==> src/rtl/uc_pkg.sv <==
// Shared types for the inverse shift unit.
//   op_e    : 3-bit operation code of the original shift whose effect is undone
//   state_e : controller states of unidad_corrimiento_inversa
package uc_pkg;

  typedef enum logic [2:0] {
    TRANSF = 3'b000,
    SHL    = 3'b001,
    SHR    = 3'b010,
    CERO   = 3'b011,
    ROL    = 3'b100,
    ROR    = 3'b101,
    ASL    = 3'b110,
    ASR    = 3'b111
  } op_e;

  typedef enum logic [1:0] {
    IDLE  = 2'd0,
    SHIFT = 2'd1,
    DONE  = 2'd2
  } state_e;

endpackage

==> src/rtl/uc_paso_inverso.sv <==
// One-position inverse step: undoes a single position of the original op.
// Ports:
//   s      : current word (N bits)
//   op     : original op code (3 bits, uc_pkg::op_e encoding)
//   s_next : word after one inverse step (N bits)
// The arithmetic inverses treat bit N-1 as a sign bit that never moves.
// N must be at least 2.
module uc_paso_inverso
  import uc_pkg::*;
#(
  parameter int N = 4
) (
  input  logic [N-1:0] s,
  input  logic [2:0]   op,
  output logic [N-1:0] s_next
);

  logic [N-2:0] mag_right;
  logic [N-2:0] mag_left;

  assign mag_right = s[N-2:0] >> 1;
  assign mag_left  = s[N-2:0] << 1;

  always_comb begin
    s_next = s;
    case (op_e'(op))
      SHL:     s_next = s >> 1;
      SHR:     s_next = s << 1;
      CERO:    s_next = '0;
      ROL:     s_next = {s[0], s[N-1:1]};
      ROR:     s_next = {s[N-2:0], s[N-1]};
      ASL:     s_next = {s[N-1], mag_right};
      ASR:     s_next = {s[N-1], mag_left};
      default: s_next = s;
    endcase
  end

endmodule

==> src/rtl/unidad_corrimiento_inversa.sv <==
// Inverse shift unit: restores a word that was shifted D positions by op H,
// applying one inverse step per clock.
// Ports:
//   clk, rst_n : clock (rising edge), async active-low reset
//   start      : request, sampled only in IDLE
//   abort      : (only with UC_INV_ABORT_EN) leave SHIFT without done
//   F, H, D    : shifted word, original op code, original shift count
//   busy, done : busy in SHIFT/DONE, done is a one-cycle pulse
//   S          : restored word, held from DONE until the next accepted start
// Optional feature macro: UC_INV_ABORT_EN
//
// state | meaning
// IDLE  | waiting for start, S holds last result
// SHIFT | one inverse step per cycle, counter counts down to 1
// DONE  | result valid, done pulse, back to IDLE
module unidad_corrimiento_inversa
  import uc_pkg::*;
#(
  parameter int N  = 4,
  parameter int DW = (N - 1) / 2 + 1
) (
  input  logic          clk,
  input  logic          rst_n,
  input  logic          start,
`ifdef UC_INV_ABORT_EN
  input  logic          abort,
`endif
  input  logic [N-1:0]  F,
  input  logic [2:0]    H,
  input  logic [DW-1:0] D,
  output logic          busy,
  output logic          done,
  output logic [N-1:0]  S
);

  state_e        state_q, state_d;
  logic [N-1:0]  s_q, s_d;
  op_e           op_q, op_d;
  logic [DW-1:0] cnt_q, cnt_d;
  logic [N-1:0]  s_step;

  uc_paso_inverso #(.N(N)) u_paso (
    .s      (s_q),
    .op     (op_q),
    .s_next (s_step)
  );

  always_ff @(posedge clk or negedge rst_n) begin
    if (!rst_n) begin
      state_q <= IDLE;
      s_q     <= '0;
      op_q    <= TRANSF;
      cnt_q   <= '0;
    end else begin
      state_q <= state_d;
      s_q     <= s_d;
      op_q    <= op_d;
      cnt_q   <= cnt_d;
    end
  end

  always_comb begin
    state_d = state_q;
    s_d     = s_q;
    op_d    = op_q;
    cnt_d   = cnt_q;
    case (state_q)
      IDLE: begin
        if (start) begin
          s_d     = F;
          op_d    = op_e'(H);
          cnt_d   = D;
          state_d = (D == '0) ? DONE : SHIFT;
        end
      end
      SHIFT: begin
        s_d   = s_step;
        cnt_d = cnt_q - DW'(1);
        if (cnt_q == DW'(1)) state_d = DONE;
`ifdef UC_INV_ABORT_EN
        // The step of the aborting cycle still lands; only completion is dropped.
        if (abort) begin
          state_d = IDLE;
          cnt_d   = '0;
        end
`endif
      end
      DONE:    state_d = IDLE;
      default: state_d = IDLE;
    endcase
  end

  assign busy = (state_q == SHIFT) || (state_q == DONE);
  assign done = (state_q == DONE);
  assign S    = s_q;

endmodule

==> config.mk <==
export PLATFORM = sky130hd
export DESIGN_NAME = unidad_corrimiento_inversa
export DESIGN_NICKNAME = d
export VERILOG_FILES = /design/src/rtl/uc_pkg.sv /design/src/rtl/uc_paso_inverso.sv /design/src/rtl/unidad_corrimiento_inversa.sv
export SDC_FILE = /design/constraint.sdc
export NUM_CORES = 1
export LEC_CHECK = 0
export CORE_MARGIN = 2
export CORE_UTILIZATION = 33
export DETAILED_ROUTE_END_ITERATION = 10
export DONT_BUFFER_PORTS = 1
export PLACE_DENSITY = 0.5
export SLEW_MARGIN = 30
export SYNTH_ARGS = -nofsm -noshare
export SYNTH_HDL_FRONTEND = slang
export SYNTH_SLANG_ARGS = --single-unit
==> constraint.sdc <==
create_clock -name clk -period 4.3 [get_ports clk]
set_input_delay 0.215 -clock clk [delete_from_list [all_inputs] [get_ports clk]]
set_output_delay 0.215 -clock clk [all_outputs]
set_load 0.03 [all_outputs]
Word level (Yosys, flattened, before mapping)
Index checks and enable logic that the tools add are counted.
- register bits after elaboration: 11
- bits in latches: 0
- bits in writable memories: 0
- memory bits (read-only): 0
- input bits: 12
- output and inout port bits: 6
- word-level logic and storage cells: 40
- memories: 0
- $add $sub $neg: 1
- multiply operators: 0
- div/mod/pow operators: 0
- $lt $le $gt $ge: 0
- equality and inequality tests: 16
- shifts and indexed selects: 0
- multiplexer cells: 9
- bitwise operators: 0
- reductions and logical operators: 9
- operator list (cell ; number):
    case mux 4 bit (7 select lines) ; 1
    equality test 3 bit (second input constant) ; 4
    2-to-1 mux 2 bit ; 4
    != test 2 bit (second input constant) ; 4
    != test 8 x 1 -> 1 bit (second input constant) ; 1
    case mux 2 bit (2 select lines) ; 2
    case mux 4 bit (2 select lines) ; 1
    equality test 3 x 2 -> 1 bit (second input constant) ; 2
    != test 6 x 1 -> 1 bit (second input constant) ; 1
    AND reduction 2 bit ; 3
    AND reduction 5 bit ; 1
    equality test 2 x 1 -> 1 bit (second input constant) ; 2
    logical NOT 2 bit ; 2
    2-to-1 mux 4 bit ; 1
    equality test 3 x 1 -> 1 bit (second input constant) ; 1
    AND reduction 3 bit ; 1
    equality test 2 bit (second input constant) ; 1
    nonzero test 2 bit ; 1
    subtractor 2 x 1 -> 2 bit (second input constant) ; 1
    logical OR 1 bit ; 1

Longest topological paths before layout
- depth after elaboration: 4
- mapped depth: 6
- mapped depth without buffers: 6

By module
Synthesis repeated with hierarchy kept, for this count alone.
- cell total of the unflattened synthesis: 78
- area total of the unflattened synthesis: 804.5 sq um
- by module, submodules not included (module ; times used ; cells an instance ; area an instance (sq um) ; sequential area each (sq um)):
    unidad_corrimiento_inversa ; 1 ; 53 ; 619.3 ; 275.3
    uc_paso_inverso ; 1 ; 25 ; 185.2 ; 0.0

Worst setup path before layout
No wires, ideal clock.
- path kind: flip-flop to flip-flop
- start point: register state_q[0]
- end point: register s_q[2], in the netlist S[2]
- setup time: 0.125 ns
- data arrival time: 1.365 ns
- data required time: 4.175 ns
- slack: 2.810 ns
- cell stages (with the launch flop): 6
- path buffers: 0
- clock period less this slack: 1.490 ns
- cell sequence: dfrtp_1 -> inv_1 -> ha_1 -> mux2i_1 -> nor2_2 -> mux2_4
- longest elaborated chain between the ends: 3
- elaborated cells between the ends (all ways): 7
- those cells by class: eq/ne: 3; mux: 1; reduce/logical: 3
- RTL lines (what ; RTL line ; RTL):
    start: declaration ; unidad_corrimiento_inversa.sv:36 ; state_e state_q, state_d;
    start signal: assignment ; unidad_corrimiento_inversa.sv:55 ; state_q <= state_d;
    equality test 2 x 1 -> 1 bit or logical NOT 2 bit (tied branches) ; unidad_corrimiento_inversa.sv:67 ; case (state_q)
    != test 8 x 1 -> 1 bit (no line), or another cell as far along ; - ;
    AND reduction 3 bit (no line) ; - ;
    end signal: assignment ; unidad_corrimiento_inversa.sv:51 ; s_q <= '0;
    end signal: assignment ; unidad_corrimiento_inversa.sv:56 ; s_q <= s_d;
    end: declaration ; unidad_corrimiento_inversa.sv:37 ; logic [N-1:0] s_q, s_d;
Several ways; a longest one is shown, not always the timed one.
A chain may end at the register's enable or synchronous reset.

Worst setup path in the final report
- start point: register state_q[1]
- end point: register s_q[2], in the netlist S[2]
The elaborated chain is that of the path after synthesis.

==> flow_metrics.tcl <==
set metrics [dict create \
    wire_length_of_the_first_global_routing_pass_um 2350 \
    timing.hold.worst_endpoint "op_q[1]" \
    drt-total-wl_um 1460 \
    syn-mean-instance-area_um2 9.42 \
    layout_commonest_cell "dfrtp_1" \
    floorplan.initialDensity 0.342 \
    num_vias 565 \
    die-height_um 51.2 \
    viasPerCell 5.23 \
    clk-insertion-delay-late_ns 0.27 \
    most-common-layout-cells "dfrtp_1 (11), a21oi_1 (10), nand2_1 (7), inv_1 (6), o21ai_0 (5)" \
    antenna_found_initial 0 \
    power_report.internal_total_w 0.000332 \
    area_delta_synth_final_pct 7.33 \
    placementRows 17 \
    worst_ep_arrival_time_ns 1.96 \
    antenna_violating_nets_post_route 0 \
    detail_route.wl_per_cell_um 13.5 \
    pwr-share-seq 0.429 \
    hold_ws_ns 0.100 \
    topRoutingLayerUsed "met4" \
    met3_wirelength_um 77 \
    post-route-min-period_ns 1.80 \
    critical_path.cell_chain "inv_1 > ha_1 > mux2i_1 > nor2_2 > mux2_4" \
    period_share 0.419 \
    total_clock_sinks 11 \
    dpl.hpwl_um 1140 \
    critPathMaxFanout 14 \
    power.switching_w 0.000315 \
    placeableCoreArea_um2 2150 \
    power_frac_clock 0.110 \
    met2RoutedLength_um 657 \
    maximum_number_of_pins_on_one_net_before_global_route_repair 15 \
    timing.critical_path.required_ns 4.46 \
    min_path_type "primary input to register" \
    tightestPinTransition_ns 0.509 \
    r2r-end "S[2]" \
    postSynthNetCount 94 \
    timing_worst_setup_path_type "register to register" \
    io_buffers 0 \
    crit_path_start_kind "register" \
    cts_post_setup_buffers_inserted 0 \
    detailedRoute.firstIterationViolations 11 \
    post_cts_hold_buffer_count 1 \
    postSynthCellCount 78 \
    number_of_register_bits_inferred_by_synthesis 11 \
    slew_headroom 0.660 \
    register_to_register_path_depth 5 \
    grt_pass1_vias 529 \
    worstSetupEndpointType "register" \
    switching_share 0.487 \
    rsz0062_at_grt "false" \
    cts_tree "done" \
    critical_path.slowest_cell "ha_1" \
    gp_congestion 0.832 \
    ctsResizeCount 0 \
    synth_warnings 0 \
    routedLengthMet1_um 709 \
    die_area_um2 2620 \
    power_per_cell_area_nw_per_um2 820 \
    clk_pin_slew_worst_paths_ns 0.08 \
    max_clock_freq_mhz 555 \
    final.setup.tns_ns 0 \
    grtUsageTotal 0.123 \
    clock_path_buffers 2 \
    outcome "finished, final reports clean" \
    cts_inserted_buffers 3 \
    layout_nets 97 \
    cts_root_buffer "clkbuf_4" \
    top_level_ports 18 \
    antennaDiodeCount 0 \
    cap_violations 0 \
    globalRouteOverflowTotal 0 \
    ys_seq_area_frac 0.375 \
    critical-path-max-stage-delay_ns 0.45 \
    syn_area_um2 734 \
    yosys_most_used_dff "dfrtp_1" \
    min_path_cells 1 \
    chipWidth_um 51.2 \
    final.setup_skew_ns 0.00782 \
    h-tree-depth 1 \
    report.final.setup_viol 0 \
    rrSetupSlack_ns 2.50 \
    number_of_slew_limit_violations_in_the_final_report 0 \
    asyncSetResetFlopFracSynth 1.00 \
    combinational_cell_fraction_of_total_power 0.461 \
    synth.distinct_cells 29 \
    drt_drc_violations_left 0 \
    worstReg2RegStart "state_q[1]" \
    final_hold_viol_count 0 \
    peakVddDrop_uv 343 \
    drt_pass1_iterations 4 \
    hold_start "H[1]" \
    leakage_nw 0.337 \
    drive_gt1_frac 0.150 \
    count_of_flip_flops_with_a_built_in_enable_after_synthesis 0 \
]
-- flip-flops by register name, indices dropped and copies added, names as in the netlist --
register	count
cnt_q	2
state_q	2
op_q	3
S	4
-- how the worst max path moves through the flow --
stage	startpoint	to	slack, ns
after detailed placement	state_q[1]	S[2]	2.50
final	state_q[1]	S[2]	2.50
after global placement	state_q[1]	S[2]	2.56
after floorplan	state_q[0]	S[2]	2.81
after CTS	state_q[1]	S[2]	2.49
after global routing	state_q[1]	S[3]	2.33
-- metrics by stage --
stage / utilization / cell area [µm²] / std cells / power (W) / setup WS [ns]
2_1_floorplan: - / 734 / 78 / 0.000530 / 2.81
3_5_place_dp: 0.350 / 752 / 103 / 0.000577 / 2.50
4_1_cts: 0.367 / 788 / 108 / 0.000652 / 2.49
5_1_grt: 0.367 / 788 / 108 / 0.000703 / 2.33
3_3_place_gp: 0.350 / 752 / 103 / 0.000575 / 2.56
6_report: 0.367 / 788 / 108 / 0.000646 / 2.50
-- power groups by stage --
stage          Sequential (W)  Combinational [W]  Clock [W]
2_1_floorplan        0.000236           0.000294          0
3_3_place_gp         0.000281           0.000295          0
3_5_place_dp         0.000281           0.000296          0
4_1_cts              0.000277           0.000300  0.0000747
5_1_grt              0.000289           0.000334  0.0000809
6_report             0.000277           0.000298  0.0000711
-- cell type report --
cell class | instances | area, µm²
Sequential cell | 11 | 275
Inverter | 6 | 22.5
Clock buffer | 4 | 26.3
Timing Repair Buffer | 1 | 10.0
Tap cell | 28 | 35.0
Fill cell | 230 | 1360
Multi-Input combinational cell | 58 | 419
-- cells in the mapped netlist (2+ instances only) --
| cell type | count | area, µm² |
|---|---|---|
| buf_2 | 2 | 10.0 |
| inv_1 | 6 | 22.5 |
| mux2_2 | 3 | 33.8 |
| mux2i_1 | 3 | 30.0 |
| a21oi_1 | 10 | 50.1 |
| o22ai_1 | 4 | 25.0 |
| nand2_1 | 7 | 26.3 |
| ha_1 | 4 | 50.1 |
| nor2b_1 | 2 | 12.5 |
| nand3_1 | 2 | 10.0 |
| nor2_1 | 3 | 11.3 |
| dfrtp_1 | 11 | 275 |
| o21ai_0 | 5 | 25.0 |
-- critical path, delay by kind of cell, from the launching register on --
family / cells / cell delay [ns]
simple gates: 1 / 0.25
mux: 2 / 0.52
fa+ha+maj: 1 / 0.45
flops: 1 / 0.38
buf+inv: 1 / 0.09
-- layer usage --
metal / vias up / global-route usage
met3: 2 / 0.0673
met4: 0 / 0.0405
met1: 265 / 0.143
met2: 14 / 0.190
met5: - / 0
li1: 284 / -
-- logic make-up (layout without fill, tap and decap cells) --
| group | after synthesis | after routing | synth area share |
|---|---|---|---|
| compound gates | 26 | 26 | 0.218 |
| simple gates | 21 | 21 | 0.177 |
| flops | 11 | 11 | 0.375 |
| buf+inv | 9 | 11 | 0.0545 |
| mux | 7 | 7 | 0.107 |
| fa+ha+maj | 4 | 4 | 0.0681 |
No activity file was read; power rests on OpenSTA's default activity.
